===== src/rtl/quad_tach_counter.sv =====
// Quadrature tachometer front end for one motor channel: synchronise and deglitch the
// encoder, decode x4 quadrature into a wrapping position count, flag illegal jumps, measure velocity.

module quad_tach_counter #(
  parameter int WIDTH  = 16,
  parameter int FILT   = 3,
  parameter int WINDOW = 1000,
  parameter int VWIDTH = 12
) (
  input  logic              clk,
  input  logic              resetn,
  input  logic [1:0]        tach,
  input  logic              clear,
  input  logic              snap,
  input  logic              errclr,
  output logic [WIDTH-1:0]  count,
  output logic [WIDTH-1:0]  snapcount,
  output logic [VWIDTH-1:0] velocity,
  output logic              vel_valid,
  output logic              dir,
  output logic              err
);

  localparam int RW = $clog2(FILT + 1);
  localparam int WW = (WINDOW < 2) ? 1 : $clog2(WINDOW);
  localparam int AW = VWIDTH + 1;

  localparam logic [RW-1:0]        RUN_FULL = RW'(FILT);
  localparam logic [WW-1:0]        WIN_LAST = WW'(WINDOW - 1);
  localparam logic signed [AW:0]   ACC_MAX  = {2'b00, {(AW-1){1'b1}}};
  localparam logic signed [AW:0]   ACC_MIN  = {2'b11, {(AW-1){1'b0}}};
  localparam logic signed [AW-1:0] VEL_MAX  = {2'b00, {(VWIDTH-1){1'b1}}};
  localparam logic signed [AW-1:0] VEL_MIN  = {2'b11, {(VWIDTH-1){1'b0}}};

  logic [1:0]           s1, s2, cand, filt, filt_prev;
  logic [RW-1:0]        run, run_next;
  logic [WW-1:0]        win;
  logic signed [AW-1:0] acc, acc_sat, step_acc;
  logic signed [AW:0]   acc_sum, step_ext;
  logic [VWIDTH-1:0]    vel_sat;
  logic [1:0]           phase_old, phase_new, delta;
  logic                 step_fwd, step_rev, illegal;

  // Maps the Gray-coded encoder state onto a position index 0..3 along the forward sequence.
  function automatic logic [1:0] phase_of(input logic [1:0] t);
    return {t[1], t[1] ^ t[0]};
  endfunction

  always_comb begin
    run_next = RW'(1);
    if (s2 == cand) begin
      run_next = (run == RUN_FULL) ? run : run + 1'b1;
    end
  end

  always_comb begin
    phase_old = phase_of(filt_prev);
    phase_new = phase_of(filt);
    delta     = phase_new - phase_old;
    step_fwd  = (delta == 2'd1);
    step_rev  = (delta == 2'd3);
    illegal   = (delta == 2'd2);
  end

  // The accumulator is one bit wider than the result and clamps, so a fast window cannot wrap it.
  always_comb begin
    step_acc = '0;
    if (step_fwd) begin
      step_acc = {{(AW-1){1'b0}}, 1'b1};
    end else if (step_rev) begin
      step_acc = '1;
    end
    step_ext = {step_acc[AW-1], step_acc};
    acc_sum  = {acc[AW-1], acc} + step_ext;
    acc_sat  = acc_sum[AW-1:0];
    if (acc_sum > ACC_MAX) begin
      acc_sat = ACC_MAX[AW-1:0];
    end else if (acc_sum < ACC_MIN) begin
      acc_sat = ACC_MIN[AW-1:0];
    end
    vel_sat = acc[VWIDTH-1:0];
    if (acc > VEL_MAX) begin
      vel_sat = VEL_MAX[VWIDTH-1:0];
    end else if (acc < VEL_MIN) begin
      vel_sat = VEL_MIN[VWIDTH-1:0];
    end
  end

  always_ff @(posedge clk or negedge resetn) begin
    if (!resetn) begin
      s1        <= '0;
      s2        <= '0;
      cand      <= '0;
      run       <= '0;
      filt      <= '0;
      filt_prev <= '0;
    end else begin
      s1        <= tach;
      s2        <= s1;
      cand      <= s2;
      run       <= run_next;
      filt_prev <= filt;
      if (run_next == RUN_FULL) begin
        filt <= s2;
      end
    end
  end

  // Clear discards any step decoded in the same cycle; snap always sees the pre-update count.
  always_ff @(posedge clk or negedge resetn) begin
    if (!resetn) begin
      count     <= '0;
      snapcount <= '0;
      velocity  <= '0;
      vel_valid <= 1'b0;
      dir       <= 1'b0;
      err       <= 1'b0;
      acc       <= '0;
      win       <= '0;
    end else begin
      vel_valid <= 1'b0;
      if (snap) begin
        snapcount <= count;
      end
      if (clear) begin
        count <= '0;
        acc   <= '0;
        win   <= '0;
      end else begin
        if (step_fwd) begin
          count <= count + 1'b1;
          dir   <= 1'b1;
        end else if (step_rev) begin
          count <= count - 1'b1;
          dir   <= 1'b0;
        end
        if (win == WIN_LAST) begin
          win       <= '0;
          velocity  <= vel_sat;
          vel_valid <= 1'b1;
          acc       <= step_acc;
        end else begin
          win <= win + 1'b1;
          acc <= acc_sat;
        end
      end
      if (illegal && !clear) begin
        err <= 1'b1;
      end else if (errclr) begin
        err <= 1'b0;
      end
    end
  end

endmodule


===== config.mk =====
export PLATFORM = sky130hd
export DESIGN_NAME = quad_tach_counter
export DESIGN_NICKNAME = d
export VERILOG_FILES = /design/src/rtl/quad_tach_counter.sv
export SDC_FILE = /design/constraint.sdc
export NUM_CORES = 1
export LEC_CHECK = 0
export CORE_MARGIN = 2
export CORE_UTILIZATION = 45
export DETAILED_ROUTE_END_ITERATION = 10
export PLACE_DENSITY = 0.66
export SKIP_LAST_GASP = 1
export SLEW_MARGIN = 20
export SYNTH_ARGS = -nofsm -noshare
export SYNTH_HDL_FRONTEND = slang
export SYNTH_SLANG_ARGS = --single-unit

===== constraint.sdc =====
create_clock -name clk -period 10.1 [get_ports clk]
set_input_delay 3.03 -clock clk [delete_from_list [all_inputs] [get_ports clk]]
set_output_delay 3.03 -clock clk [all_outputs]
set_load 0.01 [all_outputs]

Word-level counts from Yosys, hierarchy flattened
Index checks and enable logic that the tools add are counted.
{"block": "classes", "add_sub_neg": 6, "magnitude_cmp": 4, "eq_ne": 7, "muxes": 21, "bitwise": 3, "n_reduce_logical": 7}
{"cell": "13-bit two-way mux", "n": 6}
{"cell": "16-bit two-way mux", "n": 3}
{"cell": "12-bit two-way mux", "n": 2}
{"cell": "10-bit two-way mux", "n": 2}
{"cell": "16-bit by 1-bit adder with 16-bit output (second input constant)", "n": 1}
{"cell": "16-bit by 1-bit subtractor with 16-bit output (second input constant)", "n": 1}
{"cell": "13-bit by 13-bit adder with 14-bit output", "n": 1}
{"cell": "14-bit by 13-bit greater-than comparator with 1-bit output (second input constant)", "n": 1}
{"cell": "14-bit by 13-bit less-than comparator with 1-bit output (second input constant)", "n": 1}
{"cell": "13-bit by 12-bit greater-than comparator with 1-bit output (second input constant)", "n": 1}
{"cell": "13-bit by 12-bit less-than comparator with 1-bit output (second input constant)", "n": 1}
{"cell": "10-bit by 1-bit adder with 10-bit output (second input constant)", "n": 1}
{"cell": "10-bit == test (second input constant)", "n": 1}
{"cell": "2-bit == test (second input constant)", "n": 4}
{"cell": "1-bit two-way mux", "n": 6}
{"cell": "2-bit two-way mux", "n": 2}
{"cell": "2-bit AND reduction", "n": 2}
{"cell": "2-bit nonzero test", "n": 2}
{"cell": "3-bit nonzero test", "n": 1}
{"cell": "2-bit by 1-bit adder with 2-bit output (second input constant)", "n": 1}
{"cell": "2-bit by 1-bit == test with 1-bit output (second input constant)", "n": 1}
{"cell": "2-bit == test", "n": 1}
{"cell": "2-bit subtractor", "n": 1}
{"cell": "1-bit bitwise XOR", "n": 2}
{"cell": "other kinds (3)", "n": 3}
{"block": "totals", "register_bits": 82, "inputBits": 7, "out_inout_bits": 47, "elab_cells": 62}

Longest topological paths before layout
{"block": "logic_depth", "depth_word": 11, "mapped_depth": 15, "depth_no_buf": 12}

Worst setup path after synthesis
Ideal clock, no wire load.
{"block": "synth_path", "kind": "in2reg", "startpoint": "input port snap", "endpoint": "register snapcount[10]", "setup_time_ps": 125, "arrival_ps": 3991, "required_ps": 9975, "path_slack_ps": 5984, "cell_stages": 3, "path_buffers": 2, "cell_sequence": "clkbuf_1 > buf_1 > mux2_2"}
{"item": "start: declaration", "line": "14", "text": "input logic snap,"}
{"item": "end signal: assignment", "line": "123", "text": "snapcount <= count;"}
{"item": "end: declaration", "line": "17", "text": "output logic [WIDTH-1:0] snapcount,"}
No word-level cell between the ends.

Worst setup path after layout
{"block": "layout_path", "startpoint": "input port clear", "endpoint": "register velocity[10]"}
{"block": "layout_between", "elab_chain_cells": 2}
{"item": "start: declaration", "line": "13", "text": "input logic clear,"}
{"item": "1-bit NOT (no line)"}
{"item": "2-bit AND reduction (no line)"}
{"item": "end signal: assignment", "line": "139", "text": "velocity <= vel_sat;"}
{"item": "end: declaration", "line": "18", "text": "output logic [VWIDTH-1:0] velocity,"}
No other way between the ends.
A chain may end at the register's enable or synchronous reset.

==> impl_table.tex <==
\begin{tabular}{lr}
\hline
Metric & Value \\
\hline
\multicolumn{2}{l}{\textbf{Synthesis}} \\
Fraction of synthesis flops using an asynchronous set or reset pin & 100\% \\
Simple logic cell fraction of the synthesized area & 19.3\% \\
Primary FF master, synth & dfrtp\_1 \\
Register bit total from synthesis & 82 \\
Synthesized Nets & 505 \\
Count of flip-flops with a built-in enable after synthesis & 0 \\
Share of synthesized area spent on multiplexers & 4.74\% \\
Post-synthesis average cell area & 9.69 µm² \\
Synthesis Warnings & 0 \\
Complex-gate fraction of the synthesized area & 14.5\% \\
Mapped Area & 0.00464 mm² \\
Post-synth cell types & 64 \\
Post-synthesis share of cell area spent on xor and xnor gates & 6.71\% \\
Count of mapped cells out of synthesis & 479 \\
Dominant combinational cell family by area after synthesis & simple AND/OR/NAND/NOR gates \\
Adder-cell share of the synthesized area & 5.28\% \\
Sequential cell area fraction in the yosys report & 44.2\% \\
\multicolumn{2}{l}{\textbf{Worst setup path}} \\
Element type at the critical path start & input port \\
Register-to-register setup slack & 5860 ps \\
Longest individual stage delay on the worst path & 1030 ps \\
Maximum net fanout on the critical path & 24 \\
Worst path slowest cell & clkdlybuf4s50\_1 \\
Ordered cell list for the critical path & clkdlybuf4s50\_1 > inv\_1 > nand2\_1 > a211oi\_1 > a21o\_1 \\
Required time of the critical path & 10,350 ps \\
Setup crit end kind & register \\
Crit Path Class & input port to register \\
Signal arrival time at the worst endpoint & 5450 ps \\
Count of cells along the worst register-to-register path & 12 \\
\multicolumn{2}{l}{\textbf{Clock tree}} \\
Post-cts resize count & 0 \\
Hold-fix buffer count after cts & 0 \\
Depth of the CTS H-tree & 3 \\
Total clock sinks & 82 \\
Count of buffers added by post-CTS timing repair for setup & 0 \\
Clock tree from TritonCTS & yes \\
CTS clk-pin slew, worst paths & 80 ps \\
Root cell of the clock tree & clkbuf\_8 \\
Maximum buffer depth of the clock tree & 2 \\
Number of buffers created by CTS & 9 \\
Worst skew pair latency & 360 ps \\
\multicolumn{2}{l}{\textbf{STA}} \\
Worst slew margin relative to its limit & 33.6\% \\
Transition time of the tightest slew-check pin & 968 ps \\
Setup skew after layout & 14.6 ps \\
Finish-stage setup viols & 0 \\
Final hold violation count & 0 \\
Max Transition Viols Final & 0 \\
Fraction of the cycle the final worst path needs & 51.5\% \\
Post-layout minimum cycle time & 5200 ps \\
RSZ-0062 raised after global routing & false \\
Summed negative setup slack over all endpoints & 0 ps \\
Maximum achievable frequency & 192 MHz \\
\multicolumn{2}{l}{\textbf{Pwr}} \\
Relative contribution of combinational cells to total power & 47.1\% \\
Sequential share of power & 33.8\% \\
Reported net switching power & 542 µW \\
Power per standard cell area & 259 mW/mm² \\
Static power due to leakage & 0.00230 µW \\
Worst IR drop on VDD & 112 µV \\
Power Total & 1390 µW \\
Clock share of power & 19.2\% \\
Internal Dissipation & 851 µW \\
Switching part of the total power & 38.9\% \\
\multicolumn{2}{l}{\textbf{Worst hold path}} \\
Cell depth of the worst min-delay path & 0 \\
Class of the tightest hold or removal check & register to register \\
\multicolumn{2}{l}{\textbf{Floorplan}} \\
Overall die width & 106 µm \\
Io pins & 54 \\
Core Rows & 37 \\
Die height & 106 µm \\
Initial core utilization & 45.6\% \\
Die Footprint & 0.0111 mm² \\
Core Box Area & 0.0102 mm² \\
\multicolumn{2}{l}{\textbf{Place}} \\
IO buf count & 53 \\
Half-perimeter wire length after detailed placement & 6650 µm \\
GPL Wtd Cong & 0.858 \\
\multicolumn{2}{l}{\textbf{Layout}} \\
Layout overhead on the synthesized area & 15.7\% \\
Fillers & 920 \\
Antenna fix cells & 0 \\
Share of final-layout standard cells stronger than drive strength 1 & 9.65\% \\
Number of nets at the end of the flow & 539 \\
\multicolumn{2}{l}{\textbf{Global routing}} \\
Number of global-route vias before repair & 3,487 \\
Initial antenna violation count & 0 \\
Global-route usage over all layers & 18.6\% \\
Global-route congestion overflow total & 0 \\
Wire length of the first global-routing pass & 17,000 µm \\
Pin count of the biggest net entering global routing & 83 \\
\multicolumn{2}{l}{\textbf{Route}} \\
Total wirelength of the detailed-routed design & 9810 µm \\
Final ANT Viol Nets & 0 \\
Total number of vias & 3,671 \\
DRC violations left & 0 \\
Routed WL per cell & 15.0 µm \\
Ratio of routed vias to standard cells & 5.61 \\
First drt pass iteration count & 7 \\
Detailed Route Iter0 Violations & 189 \\
\multicolumn{2}{l}{\textbf{Job}} \\
Count of max-cap constraint violations & 0 \\
\multicolumn{2}{l}{\textbf{Status}} \\
Outcome & finished clean \\
\hline
\end{tabular}
-- cells in the final DEF (no fill, tap or decap), drive strengths merged, types with 3 or more instances in the layout --
cell type,synthesis,routed
and3,4,4
nand2,64,64
or2,5,5
nand3,21,21
a21o,6,6
nor3,11,11
clkdlybuf4s50,0,52
o21a,4,4
nand4b,5,5
o32ai,3,3
buf,9,3
or4,5,5
mux2i,4,4
inv,9,9
nor4b,3,3
a31oi,4,4
dfrtp,82,82
nand3b,3,3
nand4,6,6
nor4,9,9
o31ai,3,3
xnor2,17,17
clkbuf,22,12
or3,5,5
mux2,16,16
o21ai,35,35
xor2,16,16
o2111ai,4,4
a21oi,31,31
nor2,27,27
ha,18,18
-- worst max-delay path: cells and delay by family --
kind,cells,cell delay [ps]
and+or+nand+nor,1,620
buffers and inverters,2,1530
AOI/OAI and AO/OA,2,260
-- flip-flops by register name, indices dropped and copies added, names as in the netlist, 10 cells and up --
signal,cells
win,10
count,16
velocity,12
snapcount,16
acc,13
-- per-stage QoR --
step	utilization (%)	hold slack, ps	cell area [µm²]	instances	setup WS [ps]
floorplan	-	331	4640	479	5980
global placement	50.5	333	5150	638	4650
detailed placement	50.5	335	5150	638	4550
CTS	52.7	353	5370	654	4930
global route	52.7	371	5370	654	4650
finish	52.7	351	5370	654	4900
-- cell families (layout without fill, tap and decap cells) --
| logic type | count (synthesis) | count (layout) |
|---|---|---|
| AO/OA/AOI/OAI | 108 | 108 |
| XOR/XNOR | 34 | 34 |
| adder cells (fa/ha/maj) | 19 | 19 |
| buffers and inverters | 41 | 80 |
| flip-flops | 82 | 82 |
| multiplexers | 20 | 20 |
| AND/OR/NAND/NOR | 175 | 175 |
-- final cells by class --
type / count / area [µm²] / share of cell area, %
repair buffers: 55 / 547 / 10.2
flip-flops and latches: 82 / 2050 / 38.2
multi-input cells: 356 / 2350 / 43.7
clock inverters: 4 / 75.1 / 1.40
well taps: 136 / 170 / 3.17
clock buffers: 12 / 145 / 2.70
inverters: 9 / 33.8 / 0.629
-- cell usage after synthesis, types with 4 or more instances --
cell type,number,area share (%)
or4_1,4,0.65
nand3_1,21,2.3
a21oi_1,30,3.2
o21a_1,4,0.65
xor2_1,16,3.0
a31oi_1,4,0.54
mux2i_1,4,0.86
nor4_1,7,0.94
nor2_1,26,2.1
or2_2,5,0.67
clkbuf_1,19,1.5
dfrtp_1,82,44
nand2_1,64,5.2
mux2_2,16,3.9
xnor2_1,17,3.2
nand4b_1,5,0.94
nor3_1,11,1.2
o2111ai_1,4,0.75
inv_1,9,0.73
o21ai_0,35,3.8
ha_1,18,4.9
a21o_1,6,0.97
nand4_1,6,0.81
or3_1,4,0.54
-- worst paths after layout --
path                                     startpoint                        to
worst max-delay path                          clear  velocity[10]$_DFFE_PN0P_
worst min-delay path                s1[0]$_DFF_PN0_           s2[0]$_DFF_PN0_
worst max register to register  filt[1]$_DFFE_PN0N_         acc[11]$_DFF_PN0_
worst min register to register      s1[0]$_DFF_PN0_           s2[0]$_DFF_PN0_
max in group asynchronous                    resetn      count[6]$_DFFE_PN0P_
min in group asynchronous                    resetn      count[7]$_DFFE_PN0P_
-- layer usage --
| layer | GRT usage, % | up-vias | part of all wire, % |
|---|---|---|---|
| met3 | 2.41 | 15 | 4.4 |
| met4 | 6.95 | 0 | 1.7 |
| met1 | 27.4 | 1773 | 50 |
| met2 | 28.2 | 99 | 44 |
| met5 | 0 | - | 0 |
| li1 | - | 1784 | - |
-- power by group through the flow --
stage	sequential [µW]	combinational (µW)	clock, µW
3_5_place_dp	476	643	0
6_report	470	656	267
4_1_cts	470	651	273
5_1_grt	483	722	290
2_1_floorplan	469	456	0
3_3_place_gp	473	634	0
Power figures use the tool's default switching activity.
